--- src/rtl/pipe_ctrl_pkg.sv ---
// Shared constants and control-word types for the pipeline control stage.
// Optional feature macro: PIPE_CTRL_FORWARDING_EN (used by pipeline_control).
package pipe_ctrl_pkg;

  localparam logic [5:0] OP_RTYPE = 6'b000000;
  localparam logic [5:0] OP_LW    = 6'b100011;
  localparam logic [5:0] OP_SW    = 6'b101011;
  localparam logic [5:0] OP_BEQ   = 6'b000100;
  localparam logic [5:0] OP_ADDI  = 6'b001000;

  localparam logic [5:0] FN_ADD = 6'b100000;
  localparam logic [5:0] FN_SUB = 6'b100010;
  localparam logic [5:0] FN_AND = 6'b100100;
  localparam logic [5:0] FN_OR  = 6'b100101;
  localparam logic [5:0] FN_SLT = 6'b101010;

  localparam logic [2:0] ALU_AND = 3'b000;
  localparam logic [2:0] ALU_OR  = 3'b001;
  localparam logic [2:0] ALU_ADD = 3'b010;
  localparam logic [2:0] ALU_SUB = 3'b110;
  localparam logic [2:0] ALU_SLT = 3'b111;

  localparam logic [1:0] FWD_RF  = 2'b00;
  localparam logic [1:0] FWD_WB  = 2'b01;
  localparam logic [1:0] FWD_MEM = 2'b10;

  typedef struct packed {
    logic       reg_write;
    logic       mem2reg;
    logic       mem_write;
    logic       branch;
    logic       reg_dst;
    logic       alu_src_b;
    logic [2:0] alu_control;
  } ctrl_t;

  typedef struct packed {
    logic reg_write;
    logic mem2reg;
    logic mem_write;
  } mem_ctrl_t;

  typedef struct packed {
    logic reg_write;
    logic mem2reg;
  } wb_ctrl_t;

  localparam ctrl_t CTRL_BUBBLE = '{
    reg_write:   1'b0,
    mem2reg:     1'b0,
    mem_write:   1'b0,
    branch:      1'b0,
    reg_dst:     1'b0,
    alu_src_b:   1'b0,
    alu_control: ALU_ADD
  };

  // MEM result is newer than WB, so it takes priority.
  function automatic logic [1:0] fwd_select(logic [4:0] src, logic rw_m, logic [4:0] wr_m,
                                            logic rw_w, logic [4:0] wr_w);
    if (rw_m && (wr_m != 5'd0) && (wr_m == src)) return FWD_MEM;
    if (rw_w && (wr_w != 5'd0) && (wr_w == src)) return FWD_WB;
    return FWD_RF;
  endfunction

endpackage

--- src/rtl/control_decoder.sv ---
// Combinational main + ALU decoder: instruction in ID to a control word.
// Unrecognised opcodes or R-type functs decode to the bubble word.
module control_decoder
  import pipe_ctrl_pkg::*;
(
  input  logic [31:0] instr,
  output ctrl_t       ctrl
);

  logic [5:0] opcode;
  logic [5:0] funct;
  logic       unused_instr;

  assign opcode       = instr[31:26];
  assign funct        = instr[5:0];
  assign unused_instr = ^instr[25:6];

  always_comb begin
    ctrl = CTRL_BUBBLE;
    case (opcode)
      OP_RTYPE: begin
        case (funct)
          FN_ADD:  ctrl.alu_control = ALU_ADD;
          FN_SUB:  ctrl.alu_control = ALU_SUB;
          FN_AND:  ctrl.alu_control = ALU_AND;
          FN_OR:   ctrl.alu_control = ALU_OR;
          FN_SLT:  ctrl.alu_control = ALU_SLT;
          default: ctrl.alu_control = ALU_ADD;
        endcase
        if (funct inside {FN_ADD, FN_SUB, FN_AND, FN_OR, FN_SLT}) begin
          ctrl.reg_write = 1'b1;
          ctrl.reg_dst   = 1'b1;
        end
      end
      OP_LW: begin
        ctrl.reg_write = 1'b1;
        ctrl.alu_src_b = 1'b1;
        ctrl.mem2reg   = 1'b1;
      end
      OP_SW: begin
        ctrl.mem_write = 1'b1;
        ctrl.alu_src_b = 1'b1;
      end
      OP_BEQ: begin
        ctrl.branch      = 1'b1;
        ctrl.alu_control = ALU_SUB;
      end
      OP_ADDI: begin
        ctrl.reg_write = 1'b1;
        ctrl.alu_src_b = 1'b1;
      end
      default: ctrl = CTRL_BUBBLE;
    endcase
  end

endmodule

--- src/rtl/pipeline_control.sv ---
// Control/hazard stage: decodes ID, carries control through ID/EX, EX/MEM, MEM/WB.
// Define PIPE_CTRL_FORWARDING_EN for EX forwarding; otherwise hazards are resolved by stalling.
module pipeline_control
  import pipe_ctrl_pkg::*;
(
  input  logic        clk,
  input  logic        rst,
  input  logic [31:0] instrD,
  input  logic [4:0]  rsE,
  input  logic [4:0]  rtE,
  input  logic [4:0]  writeRegE,
  input  logic [4:0]  writeRegM,
  input  logic [4:0]  writeRegW,
  input  logic        zeroE,
  output logic        regWrite,
  output logic        mem2Reg,
  output logic        memWrite,
  output logic        regDst,
  output logic        aluSrcB,
  output logic [2:0]  aluControl,
  output logic [1:0]  fad,
  output logic [1:0]  fbd,
  output logic        pcSrc,
  output logic        flush,
  output logic        stall
);

  ctrl_t     ctrl_d;
  ctrl_t     id_ex_q;
  mem_ctrl_t ex_mem_q;
  wb_ctrl_t  mem_wb_q;

  logic [4:0] rs_d;
  logic [4:0] rt_d;
  logic       stall_raw;
  logic       unused_instr;

  assign rs_d         = instrD[25:21];
  assign rt_d         = instrD[20:16];
  assign unused_instr = ^instrD[15:0];

  control_decoder u_decoder (
    .instr (instrD),
    .ctrl  (ctrl_d)
  );

`ifdef PIPE_CTRL_FORWARDING_EN
  assign fad = fwd_select(rsE, ex_mem_q.reg_write, writeRegM, mem_wb_q.reg_write, writeRegW);
  assign fbd = fwd_select(rtE, ex_mem_q.reg_write, writeRegM, mem_wb_q.reg_write, writeRegW);

  // Only a load in EX cannot be forwarded in time.
  assign stall_raw = id_ex_q.mem2reg && (writeRegE != 5'd0) &&
                     ((writeRegE == rs_d) || (writeRegE == rt_d));
`else
  logic unused_fwd;
  logic hit_rs;
  logic hit_rt;

  assign fad        = FWD_RF;
  assign fbd        = FWD_RF;
  assign unused_fwd = ^{rsE, rtE, writeRegW};

  assign hit_rs = (rs_d != 5'd0) &&
                  ((id_ex_q.reg_write && (writeRegE == rs_d)) ||
                   (ex_mem_q.reg_write && (writeRegM == rs_d)));
  assign hit_rt = (rt_d != 5'd0) &&
                  ((id_ex_q.reg_write && (writeRegE == rt_d)) ||
                   (ex_mem_q.reg_write && (writeRegM == rt_d)));
  assign stall_raw = hit_rs || hit_rt;
`endif

  assign pcSrc = id_ex_q.branch & zeroE;
  assign flush = pcSrc;
  // A taken branch discards the ID instruction, so any stall it raised is moot.
  assign stall = stall_raw & ~flush;

  always_ff @(posedge clk or posedge rst) begin
    if (rst) begin
      id_ex_q  <= CTRL_BUBBLE;
      ex_mem_q <= '0;
      mem_wb_q <= '0;
    end else begin
      id_ex_q  <= (stall || flush) ? CTRL_BUBBLE : ctrl_d;
      ex_mem_q <= '{reg_write: id_ex_q.reg_write, mem2reg: id_ex_q.mem2reg,
                    mem_write: id_ex_q.mem_write};
      mem_wb_q <= '{reg_write: ex_mem_q.reg_write, mem2reg: ex_mem_q.mem2reg};
    end
  end

  assign regWrite   = mem_wb_q.reg_write;
  assign mem2Reg    = mem_wb_q.mem2reg;
  assign memWrite   = ex_mem_q.mem_write;
  assign regDst     = id_ex_q.reg_dst;
  assign aluSrcB    = id_ex_q.alu_src_b;
  assign aluControl = id_ex_q.alu_control;

endmodule

--- config.mk ---
export PLATFORM = sky130hd
export DESIGN_NAME = pipeline_control
export DESIGN_NICKNAME = d
export VERILOG_FILES = /design/src/rtl/pipe_ctrl_pkg.sv /design/src/rtl/control_decoder.sv /design/src/rtl/pipeline_control.sv
export SDC_FILE = /design/constraint.sdc
export NUM_CORES = 1
export LEC_CHECK = 0
export ABC_AREA = 1
export CORE_MARGIN = 5
export CORE_UTILIZATION = 36
export DETAILED_ROUTE_END_ITERATION = 6
export GPL_ROUTABILITY_DRIVEN = 0
export HOLD_SLACK_MARGIN = 0.12
export PLACE_DENSITY = 0.8
export RECOVER_POWER = 50
export SLEW_MARGIN = 10
export SYNTH_ARGS = -nofsm -noshare
export SYNTH_HDL_FRONTEND = slang
export SYNTH_HIERARCHICAL = 1
export SYNTH_SLANG_ARGS = --single-unit
export TNS_END_PERCENT = 5
--- constraint.sdc ---
create_clock -name clk -period 1.3 [get_ports clk]
set_clock_uncertainty 0.2 [all_clocks]
set_input_delay 0.26 -clock clk [delete_from_list [all_inputs] [get_ports clk]]
set_output_delay 0.26 -clock clk [all_outputs]
set_load 0.02 [all_outputs]
==> flow_summary.json <==
{
  "h_tree_depth_reported_by_cts": 1,
  "crit_fanout": 3,
  "clockPowerShare_pct": 24.4,
  "cts.sinks": 14,
  "peak_vdd_ir_uv": 256,
  "drt-total-wl_mm": 2.74,
  "netlist_top_cells_count": "69 x nand2_1, 34 x inv_1, 23 x nor2_1",
  "detailed_place_hpwl_mm": 2.39,
  "cell_count_after_placement": 297,
  "start_kind": "flip-flop",
  "final_critical_path_setup_slack_ns": -0.526,
  "crit_required_ns": 0.84,
  "chipHeight_um": 66.7,
  "cp_num_buf_inv": 1,
  "globalRouteMet3Util_pct": 1.35,
  "simple_logic_cell_fraction_of_the_synthesized_area_pct": 47.7,
  "timing.hold.worst.class": "reg -> reg",
  "crit_type": "reg -> out",
  "top_level_ports": 75,
  "effective_utilization_at_floorplan_pct": 37.6,
  "io_buffer_count": 45,
  "placementRows": 20,
  "design.core.area_sq_um": 3080,
  "synthMuxAreaShare_pct": 0,
  "final.min_clock_period_ns": 1.83,
  "synth_top_family_by_area": "simple AND/OR/NAND/NOR gates",
  "failed_checks": "setup timing",
  "grt_use_met2_pct": 23.8,
  "critical_path.endpoint_type": "output pin",
  "areaGrowthSynthToFinish_pct": 56.7,
  "most_frequent_cp_cell": "nand2_1",
  "power_switching_mw": 0.284,
  "finish.net_count": 322,
  "route.detailed.wl_per_inst_um": 8.99,
  "cts_inserted_buffers": 3,
  "compound_cell_area_share_of_the_yosys_netlist_pct": 2.06,
  "drv_slew": 0,
  "drt.antenna.violating_nets": 0,
  "final_hold_viol_count": 0,
  "crit_path_top_delay_cell": "dfrtp_1",
  "cpPeakStageDelay_ns": 0.40,
  "detailedRoute.firstIterationViolations": 31,
  "final_layout_worst_hold_slack_ns": 0.153,
  "power_density_nw_per_um2": 550,
  "postSynthAreaPerCell_sq_um": 5.93,
  "status": "finished, violations left",
  "period_share_pct": 140,
  "cell_family_with_the_largest_share_of_critical_path_delay": "simple AND/OR/NAND/NOR gates",
  "sw_frac_of_total_pct": 28.5,
  "post_synth_xor_area_fraction_pct": 0,
  "grt_pass1_vias": 1150,
  "leakagePower_nw": 1.06,
  "max_freq_mhz": 548,
  "pwr-share-seq_pct": 44.4,
  "floorplan.die_area_sq_um": 4440,
  "yosysTopAreaCellShare_pct": 28.1,
  "synth.distinct_cells": 20,
  "clk_path_buf_depth": 2,
  "synth.most_common_cell": "nand2_1",
  "synth_fa_ha_area_share_pct": 0,
  "grt_pass1_wl_mm": 4.71,
  "cp.arrival_ns": 1.37,
  "synth-edff-count": 0,
  "synth_warnings": 6,
  "drt_drc_violations_left": 0,
  "post_layout_nonfiller_instances": 305,
  "share_comb_of_total_power_pct": 31.2,
  "route.vias.total": 1240,
  "clkTransAtPathRegs_ns": 0.08,
  "async_flop_share_pct": 100,
  "synth_ff_type": "dfrtp_1",
  "power_report.internal_total_mw": 0.712,
  "synth_area_leader_cell": "dfrtp_1",
  "gr_overflow_total": 0,
  "pin_count_of_the_biggest_net_entering_global_routing": 9,
  "netlist_top_cells_area": "dfrtp_1 28%, nand2_1 22%, inv_1 11%",
  "clock-root-buffer": "clkbuf_4",
  "synth_seq_area_share_pct": 30.4,
  "mappedNetlistArea_sq_um": 1160,
  "timing.final.setup_violations": 13,
  "synthCells": 195,
  "grt_use_met1_pct": 17.1,
  "globalRoute.busiestLayer": "met2",
  "timing.critical_path.cells": "nand2_1 > nor2_1 > nand3_1 > nand2_1 > nand2_2 > a21oi_4 > buf_6",
  "synth_seq_cells": 14,
  "cts_tree": "yes",
  "vias_per_cell": 4.07,
  "grt_antenna_before_repair": 0,
  "die_x_um": 66.7,
  "grt_use_total_pct": 13.3,
  "fraction_of_layout_instances_using_a_drive_strength_above_1_pct": 28.0,
  "timing.max_cap.violations": 0,
  "antenna-diode-count": 0,
  "clk_latency_ns": 0.26,
  "drt-pass1-iter-count": 6,
  "setup_repair_after_global_routing_missed_its_margin": "yes"
}
[worst register-to-register path: cells and delay by family, from the launching register on]
kind	cells	cell delay, ns
AND/OR/NAND/NOR	7	0.59
flip-flops	1	0.40
buffers and inverters	3	0.36
[flip-flops by register name, summed over array words and instances, names as in the netlist]
signal / count
id_ex_q: 4
aluControl: 3
ex_mem_q: 2
aluSrcB: 1
mem2Reg: 1
memWrite: 1
regDst: 1
regWrite: 1
[timing repair]
action,CTS,global route
hold endpoints to repair,13,0
endpoints found under the setup margin,20,13
gates resized for setup,79,10
hold buffers,1,0
buffers inserted,2,1
pin swaps,16,10
[area by class of cell]
type / count / area (sq um)
clock buffers: 4 / 26.3
fillers: 324 / 1270
inverters: 44 / 185
multi-input cells: 132 / 617
flip-flops and latches: 14 / 352
well taps: 44 / 55.1
repair buffers: 67 / 577
[per-stage QoR]
step | setup WS (ns) | setup TNS (ns) | cell area (sq um) | power (mW) | util [%]
floorplan | -0.0728 | -0.0728 | 1200 | 0.593 | -
global placement | -1.23 | -9.46 | 1780 | 0.772 | 57.9
detailed placement | -1.27 | -9.58 | 1780 | 0.776 | 57.9
CTS | -0.506 | -3.72 | 1790 | 1.00 | 58.2
global route | -0.619 | -4.72 | 1810 | 1.07 | 58.9
finish | -0.526 | -3.81 | 1810 | 0.996 | 58.9
[cells by family after synthesis]
group           after synthesis
other cells                   1
compound gates                4
flops                        14
simple gates                124
buf+inv                      52
[metal layers]
metal	part of all wire [%]	wire length [um]	vias up
met3	6.7	185	2
met2	47	1300	40
met5	0	0	-
met1	45	1240	503
li1	-	-	695
met4	0.62	17	0
[power groups by stage]
| stage | sequential (mW) | clock (mW) | combinational (mW) |
|---|---|---|---|
| 6_report | 0.442 | 0.243 | 0.310 |
| 5_1_grt | 0.443 | 0.282 | 0.348 |
| 4_1_cts | 0.442 | 0.255 | 0.307 |
| 3_5_place_dp | 0.451 | 0 | 0.326 |
| 3_3_place_gp | 0.451 | 0 | 0.321 |
| 2_1_floorplan | 0.453 | 0 | 0.140 |
[worst paths after layout]
path / from / end / slack (ns) / cells past startpoint
max: id_ex_q[8] / stall / -0.53 / 7
min: id_ex_q[6] / memWrite / 0.15 / 0
max reg2reg: id_ex_q[8] / aluControl[0] / -0.36 / 10
min reg2reg: id_ex_q[6] / memWrite / 0.15 / 0
max in group asynchronous: rst / aluControl[1] / 0.06 / 4
min in group asynchronous: rst / id_ex_q[6] / 0.64 / 4
[placed cells by master, fill, tap and decap left out]
master and count:
clkbuf_2 1, nor3_1 3, inv_1 30, clkdlybuf4s50_1 13, nor2_1 23, buf_6 7, o21ai_2 1, clkbuf_4 3
nand2_4 1, inv_6 1, nor2_4 1, nand2_2 5, inv_2 11, nand3_1 11, dfrtp_1 13, clkdlybuf4s15_1 6
clkbuf_1 1, o21ai_1 2, nand4_1 2, inv_4 1, dfstp_2 1, dlygate4sd2_1 14, nand3_2 1, nor3_2 1
a21oi_4 1, nor2_2 10, dlygate4sd3_1 1, nand3_4 1, inv_12 1, conb_1 4, buf_2 7, buf_4 18
nand2_1 65
Power figures use the tool's default switching activity.
